### src/rtl/sensor_pattern_gen.sv
// sensor_pattern_gen: parametrised image-sensor emulator.
// Drives a parallel pixel bus (data_out, pclk_out, frame_valid, line_valid)
// with the same timing shape as the sensor front end. Frame geometry,
// blanking, pixel-clock divider, data width and test pattern are configurable.
// Optional feature: define SENSOR_PATTERN_PRBS_EN to turn pattern mode 3 into
// a PRBS-15 (x^15 + x^14 + 1) generator. If it is not defined, mode 3 is the
// row index.
module sensor_pattern_gen #(
  parameter int DATA_W       = 8,
  parameter int PCLK_DIV_MAX = 24,
  parameter int H_ACTIVE     = 608,
  parameter int H_BLANK      = 20,
  parameter int V_ACTIVE     = 608,
  parameter int V_BLANK      = 200,
  parameter int FV_PORCH     = 4
) (
  input  logic              sys_clk,
  input  logic              rst_n,
  input  logic              enable,
  input  logic [1:0]        mode,
  input  logic [DATA_W-1:0] const_val,
  output logic [DATA_W-1:0] data_out,
  output logic              pclk_out,
  output logic              frame_valid,
  output logic              line_valid,
  output logic [15:0]       frame_cnt,
  output logic              busy
);

  localparam int DIV_W     = (PCLK_DIV_MAX < 1) ? 1 : $clog2(PCLK_DIV_MAX + 1);
  localparam int X_W       = (H_ACTIVE < 2) ? 1 : $clog2(H_ACTIVE);
  localparam int Y_W       = (V_ACTIVE < 2) ? 1 : $clog2(V_ACTIVE);
  localparam int BLANK_MAX = (H_BLANK > V_BLANK) ?
                             ((H_BLANK > FV_PORCH) ? H_BLANK : FV_PORCH) :
                             ((V_BLANK > FV_PORCH) ? V_BLANK : FV_PORCH);
  localparam int B_W       = (BLANK_MAX < 2) ? 1 : $clog2(BLANK_MAX);

  localparam logic [DIV_W-1:0] DIV_LAST   = DIV_W'(PCLK_DIV_MAX);
  localparam logic [X_W-1:0]   X_LAST     = X_W'(H_ACTIVE - 1);
  localparam logic [Y_W-1:0]   Y_LAST     = Y_W'(V_ACTIVE - 1);
  localparam logic [B_W-1:0]   HB_LAST    = B_W'(H_BLANK - 1);
  localparam logic [B_W-1:0]   VB_LAST    = B_W'(V_BLANK - 1);
  localparam logic [B_W-1:0]   PORCH_LAST = B_W'(FV_PORCH - 1);

  typedef enum logic [2:0] {
    ST_IDLE,
    ST_FV_LEAD,
    ST_ACTIVE,
    ST_HBLANK,
    ST_FV_TAIL,
    ST_VBLANK
  } state_t;

  state_t             state_q, state_d;
  logic [DIV_W-1:0]   cnt_div;
  logic               tick;
  logic [X_W-1:0]     x_q, x_d;
  logic [Y_W-1:0]     y_q, y_d;
  logic [B_W-1:0]     blank_q, blank_d;
  logic [DATA_W-1:0]  pix_q, pix_d;
  logic [1:0]         mode_q, mode_d;
  logic [DATA_W-1:0]  const_q, const_d;
  logic [DATA_W-1:0]  data_d;
  logic               lv_d, fv_d;
  logic [15:0]        fcnt_d;
  logic               start_frame;
  logic [DATA_W-1:0]  checker_val;
  logic [DATA_W-1:0]  pattern_val;

`ifdef SENSOR_PATTERN_PRBS_EN
  logic [14:0]        lfsr_q, lfsr_d;
  logic [DATA_W-1:0]  prbs_val;

  // PRBS output is the low bits of the LFSR, zero-extended on wide buses
  if (DATA_W > 15) begin : g_prbs_ext
    assign prbs_val = {{(DATA_W-15){1'b0}}, lfsr_q};
  end else begin : g_prbs_trunc
    assign prbs_val = lfsr_q[DATA_W-1:0];
  end
`else
  logic [DATA_W-1:0]  row_val;

  // Row index pattern is y modulo 2^DATA_W
  if (Y_W >= DATA_W) begin : g_row_trunc
    assign row_val = y_q[DATA_W-1:0];
  end else begin : g_row_ext
    assign row_val = {{(DATA_W-Y_W){1'b0}}, y_q};
  end
`endif

  assign busy = (state_q != ST_IDLE);

  // A pixel tick is the sys_clk cycle in which pclk_out falls
  assign tick = busy && pclk_out && (cnt_div == DIV_LAST);

  // The first pixel of each frame (x=0, y=0) is all-ones; squares alternate
  assign checker_val = {DATA_W{~(x_q[0] ^ y_q[0])}};

  // Pixel clock divider, held at zero whenever the generator is idle
  always_ff @(posedge sys_clk or negedge rst_n) begin
    if (!rst_n) begin
      cnt_div  <= '0;
      pclk_out <= 1'b0;
    end else if (state_q == ST_IDLE) begin
      cnt_div  <= '0;
      pclk_out <= 1'b0;
    end else if (cnt_div == DIV_LAST) begin
      cnt_div  <= '0;
      pclk_out <= ~pclk_out;
    end else begin
      cnt_div  <= cnt_div + 1'b1;
    end
  end

  // Select the value for the current active pixel from the latched mode
  always_comb begin
    pattern_val = '0;
    case (mode_q)
      2'd0:    pattern_val = pix_q;
      2'd1:    pattern_val = const_q;
      2'd2:    pattern_val = checker_val;
`ifdef SENSOR_PATTERN_PRBS_EN
      default: pattern_val = prbs_val;
`else
      default: pattern_val = row_val;
`endif
    endcase
  end

  // Frame sequencer: next state, pixel counters and bus values per tick
  always_comb begin
    state_d     = state_q;
    x_d         = x_q;
    y_d         = y_q;
    blank_d     = blank_q;
    pix_d       = pix_q;
    mode_d      = mode_q;
    const_d     = const_q;
    data_d      = data_out;
    lv_d        = line_valid;
    fv_d        = frame_valid;
    fcnt_d      = frame_cnt;
    start_frame = 1'b0;
`ifdef SENSOR_PATTERN_PRBS_EN
    lfsr_d      = lfsr_q;
`endif

    case (state_q)
      ST_IDLE: begin
        if (enable) begin
          state_d     = ST_FV_LEAD;
          start_frame = 1'b1;
        end
      end

      ST_FV_LEAD: begin
        if (tick) begin
          fv_d   = 1'b1;
          lv_d   = 1'b0;
          data_d = '0;
          if (blank_q == PORCH_LAST) begin
            blank_d = '0;
            state_d = ST_ACTIVE;
          end else begin
            blank_d = blank_q + 1'b1;
          end
        end
      end

      ST_ACTIVE: begin
        if (tick) begin
          fv_d   = 1'b1;
          lv_d   = 1'b1;
          data_d = pattern_val;
          pix_d  = pix_q + 1'b1;
`ifdef SENSOR_PATTERN_PRBS_EN
          lfsr_d = {lfsr_q[13:0], lfsr_q[14] ^ lfsr_q[13]};
`endif
          if (x_q == X_LAST) begin
            x_d     = '0;
            blank_d = '0;
            if (y_q == Y_LAST) begin
              state_d = ST_FV_TAIL;
            end else begin
              y_d     = y_q + 1'b1;
              state_d = ST_HBLANK;
            end
          end else begin
            x_d = x_q + 1'b1;
          end
        end
      end

      ST_HBLANK: begin
        if (tick) begin
          lv_d   = 1'b0;
          data_d = '0;
          if (blank_q == HB_LAST) begin
            blank_d = '0;
            state_d = ST_ACTIVE;
          end else begin
            blank_d = blank_q + 1'b1;
          end
        end
      end

      ST_FV_TAIL: begin
        if (tick) begin
          fv_d   = 1'b1;
          lv_d   = 1'b0;
          data_d = '0;
          if (blank_q == PORCH_LAST) begin
            blank_d = '0;
            state_d = ST_VBLANK;
          end else begin
            blank_d = blank_q + 1'b1;
          end
        end
      end

      ST_VBLANK: begin
        if (tick) begin
          fv_d   = 1'b0;
          lv_d   = 1'b0;
          data_d = '0;
          if (frame_valid) begin
            fcnt_d = frame_cnt + 16'd1;
          end
          if (blank_q == VB_LAST) begin
            blank_d = '0;
            if (enable) begin
              state_d     = ST_FV_LEAD;
              start_frame = 1'b1;
            end else begin
              state_d = ST_IDLE;
            end
          end else begin
            blank_d = blank_q + 1'b1;
          end
        end
      end

      default: begin
        state_d = ST_IDLE;
      end
    endcase

    if (start_frame) begin
      mode_d  = mode;
      const_d = const_val;
      x_d     = '0;
      y_d     = '0;
      pix_d   = '0;
      blank_d = '0;
`ifdef SENSOR_PATTERN_PRBS_EN
      lfsr_d  = 15'h0001;
`endif
    end
  end

  // State and bus registers; reset aborts any frame in progress
  always_ff @(posedge sys_clk or negedge rst_n) begin
    if (!rst_n) begin
      state_q     <= ST_IDLE;
      x_q         <= '0;
      y_q         <= '0;
      blank_q     <= '0;
      pix_q       <= '0;
      mode_q      <= '0;
      const_q     <= '0;
      data_out    <= '0;
      line_valid  <= 1'b0;
      frame_valid <= 1'b0;
      frame_cnt   <= '0;
    end else begin
      state_q     <= state_d;
      x_q         <= x_d;
      y_q         <= y_d;
      blank_q     <= blank_d;
      pix_q       <= pix_d;
      mode_q      <= mode_d;
      const_q     <= const_d;
      data_out    <= data_d;
      line_valid  <= lv_d;
      frame_valid <= fv_d;
      frame_cnt   <= fcnt_d;
    end
  end

`ifdef SENSOR_PATTERN_PRBS_EN
  // PRBS-15 state, reseeded at every frame start
  always_ff @(posedge sys_clk or negedge rst_n) begin
    if (!rst_n) begin
      lfsr_q <= 15'h0001;
    end else begin
      lfsr_q <= lfsr_d;
    end
  end
`endif

endmodule
### config.mk
export PLATFORM = sky130hd
export DESIGN_NAME = sensor_pattern_gen
export DESIGN_NICKNAME = d
export VERILOG_FILES = /design/src/rtl/sensor_pattern_gen.sv
export SDC_FILE = /design/constraint.sdc
export NUM_CORES = 1
export LEC_CHECK = 0
export BUFFER_PORTS_ARGS = -buffer_cell sky130_fd_sc_hd__buf_2
export CORE_MARGIN = 8
export CORE_UTILIZATION = 48
export DETAILED_ROUTE_END_ITERATION = 12
export PLACE_DENSITY_LB_ADDON = 0.2
export SETUP_SLACK_MARGIN = 0.1
export SLEW_MARGIN = 20
export SYNTH_ARGS = -nofsm -noshare
export SYNTH_HDL_FRONTEND = slang
export SYNTH_SLANG_ARGS = --single-unit
### constraint.sdc
create_clock -name sys_clk -period 3.51 [get_ports sys_clk]
set_input_delay 0.5265 -clock sys_clk [delete_from_list [all_inputs] [get_ports sys_clk]]
set_output_delay 0.5265 -clock sys_clk [all_outputs]
set_load 0.02 [all_outputs]
==> impl_metrics.csv <==
group,metric,value,unit
status,status,"finished clean",
sta,slew_headroom,0.4719,
drt,vias,3136,
final_layout,fin_area,4736,sq um
placed_design,dp_hpwl,6086,microns
power_and_ir_drop,p_int,1812,uW
final_layout,diodes,0,
yosys,syn-num-nets,436,
floorplanning,core.rowCount,34,
clocking,cts_root_buf,"clkbuf_8",
critical_path,path_delay_family,"simple AND/OR/NAND/NOR gates",
sta,holdWs,0.2155,ns
critical_path,rr_worst_depth,7,
floorplanning,die_w,109.9,microns
power_and_ir_drop,ir_worst_vdd,0.3486,mV
critical_path,critPathLaunch,"cnt_div[0]",
placed_design,globalplace.congestion,0.7774,
clocking,clock-sinks,81,
final_layout,drive_gt1_frac,0.1969,
clocking,insertion_delay,0.35,ns
clocking,cts_resized,0,
critical_path,critPathKind,"reg2reg",
yosys,synth-edff-count,0,
yosys,ys_ff_latch,81,
drt,antenna_left,0,
grt,grt_pass1_wl,15190,microns
sta,final_max_slew_viol_count,0,
sta,min_period,2.405,ns
sta,tightest_slew,0.7862,ns
critical_path,required,3.76,ns
grt,grt_pass1_vias,3205,
clocking,postCtsSetupRepairBufs,0,
flow_run,drv_cap,0,
power_and_ir_drop,p_seq_frac,0.464,
clocking,h-tree-depth,3,
critical_path,cp.arrival,2.65,ns
drt,avgViaCountPerCell,5.550,
sta,rsz0062_at_grt,"false",
final_layout,fill_cells,779,
yosys,yosysUniqueCellTypes,58,
drt,routed_wl,8731,microns
yosys,ys_seq_area_frac,0.4784,
clocking,cts_tree,"built",
critical_path,cp_slowest_stage_delay,0.41,ns
sta,tns,0,ns
power_and_ir_drop,total_leakage_power,0.002164,uW
floorplanning,die_area,12090,sq um
sta,setup_viol,0,
grt,antenna_found_initial,0,
final_layout,syn_to_final_growth,11.78,%
power_and_ir_drop,power_frac_comb,0.225,
floorplanning,core-area,8636,sq um
critical_path,r2r_setup_slack,1.10,ns
grt,track_usage,0.1567,
yosys,synth_area,4237,sq um
floorplanning,initial_utilization,0.4906,
critical_path,cp_num_buf_inv,2,
critical_path,startpoint_type,"register",
placed_design,postPlaceCellArea,4489,sq um
yosys,synth_top_flop_cell,"dfrtp_1",
clocking,path_clk_slew,0.09,ns
critical_path,crit_path_cell_trace,"inv_1 > ha_1 > and4b_1 > nand4_4 > o41ai_4 > buf_4 > mux2_2",
drt,drc,0,
power_and_ir_drop,p_sw,817.5,uW
critical_path,cp_max_fo,32,
sta,clock_skew,0.01167,ns
yosys,yosysWarningCount,0,
drt,first_iter_violations,145,
power_and_ir_drop,clkPwrFrac,0.311,
sta,fin_ws,1.105,ns
critical_path,r2r_start,"cnt_div[0]",
placed_design,numPortBuffers,40,
clocking,hold_buffers,0,
power_and_ir_drop,swShare,0.3109,
sta,timing_hold_violations_final,0,
worst_hold_path,hp-class,"in2async",
power_and_ir_drop,total_power,2629,uW
drt,first_pass_iters,4,
critical_path,r2r_end,"const_q[7]",
drt,wl_per_cell,15.45,microns
placed_design,pre_cts_ws,1.088,ns
clocking,cts_buffers,9,
final_layout,final_nets,472,
power_and_ir_drop,power_density,555.2,nW/um^2
sta,finalCritPeriodShare,0.6852,
floorplanning,ioPinCount,41,
clocking,clock_path_buffers,2,
yosys,async_flop_share,1.000,
critical_path,slowest_stage,"dfrtp_1",
sta,fmax,415.8,MHz
critical_path,critPathCaptureType,"register",
grt,grt_max_degree,82,
grt,grt-ovfl-total,0,
yosys,syn_inst,416,
floorplanning,die_height,109.9,microns
yosys,synth.avg_cell_area,10.18,sq um
layer usage:
layer	wire (microns)	vias up	GRT usage
met5	0	-	0
met4	80	0	0.05207
met3	353	6	0.03576
met2	4173	38	0.2564
met1	4123	1531	0.1999
li1	-	1561	-
flip-flops by register name, summed over array words and instances (netlist names), 3 cells and up:
| register | count |
|---|---|
| blank_q | 8 |
| cnt_div | 5 |
| const_q | 8 |
| data_out | 8 |
| frame_cnt | 16 |
| pix_q | 8 |
| state_q | 3 |
| x_q | 10 |
| y_q | 10 |
cell usage in the layout (no fill, tap or decap), types with 4 or more instances in the layout:
master and n:
inv_1 7, a21oi_1 13, o21ai_0 17, dfrtp_1 81, clkbuf_8 9, nor2_1 37, xor2_1 12, nand4_1 9
nand3b_1 4, ha_1 7, nor4_1 7, nor2b_1 5, xnor2_1 27, and3_1 9, nand3_1 22, nor3_1 16
mux2_2 20, o22ai_1 10, nand2_1 40, buf_2 39, o31ai_1 5
Yosys cell counts, drive strengths merged (3+ instances only):
cell,number,area [sq um]
a22o,3,26.28
nor2,38,145.1
o31ai,5,37.54
nand4,10,77.57
nand3b,4,30.03
or2,4,25.03
buf,9,72.56
xor2,12,105.1
a21oi,13,65.06
clkbuf,9,35.03
nand3,23,127.6
nor4b,3,41.29
inv,7,26.28
xnor2,27,236.5
mux2,20,225.2
ha,7,87.58
nand2,40,150.1
and2,3,18.77
nor4,7,43.79
nor3,16,80.08
dfrtp,81,2027
o21a,3,22.52
o22ai,10,62.56
o21ai,18,90.08
and3,9,56.30
nor2b,5,31.28
worst reg2reg max path, delay by kind of cell (launching register included):
kind | cells | cell delay, ns
AND/OR/NAND/NOR | 2 | 0.56
buffers and inverters | 2 | 0.47
flip-flops | 1 | 0.41
multiplexers | 1 | 0.39
AO/OA/AOI/OAI | 1 | 0.35
adder cells (fa/ha/maj) | 1 | 0.13
power by group through the flow:
stage | Sequential, uW | Clock (uW) | Combinational (uW)
4_1_cts | 1220 | 836 | 600
5_1_grt | 1240 | 876 | 667
3_5_place_dp | 1230 | 0 | 596
2_1_floorplan | 1140 | 0 | 559
6_report | 1220 | 818 | 592
3_3_place_gp | 1230 | 0 | 578
logic make-up (layout without fill, tap and decap cells):
group	Yosys count	after routing	synth area share
flops	81	81	0.4784
simple gates	177	177	0.2295
xor+xnor	39	39	0.08063
mux	22	22	0.05789
buf+inv	25	66	0.03160
fa+ha+maj	7	7	0.02067
compound gates	65	65	0.1013
area by class of cell:
type                       count  area (sq um)  share of cell area
clock buffer                   9         123.9             0.02616
clock inverter                 7         118.9             0.02510
inverter                       7         26.28            0.005548
multi-input combinational    310          2076              0.4383
sequential                    81          2027              0.4280
tap                          108         135.1             0.02853
timing repair buffer          43         229.0             0.04835
worst max path at each step:
stage,cells after the start,to,slack [ns]
after detailed placement,7,const_q[7],1.09
after global placement,7,const_q[7],1.15
after CTS,7,const_q[0],1.08
after global routing,7,const_q[6],0.94
final,7,const_q[7],1.10
after floorplan,8,const_q[0],1.35
through the flow:
| stage | utilization | instances |
|---|---|---|
| 6_report | 0.5484 | 565 |
| 3_3_place_gp | 0.5198 | 549 |
| 3_5_place_dp | 0.5198 | 549 |
| 2_1_floorplan | - | 416 |
| 4_1_cts | 0.5480 | 565 |
| 5_1_grt | 0.5484 | 565 |
Power figures use the tool's default switching activity.
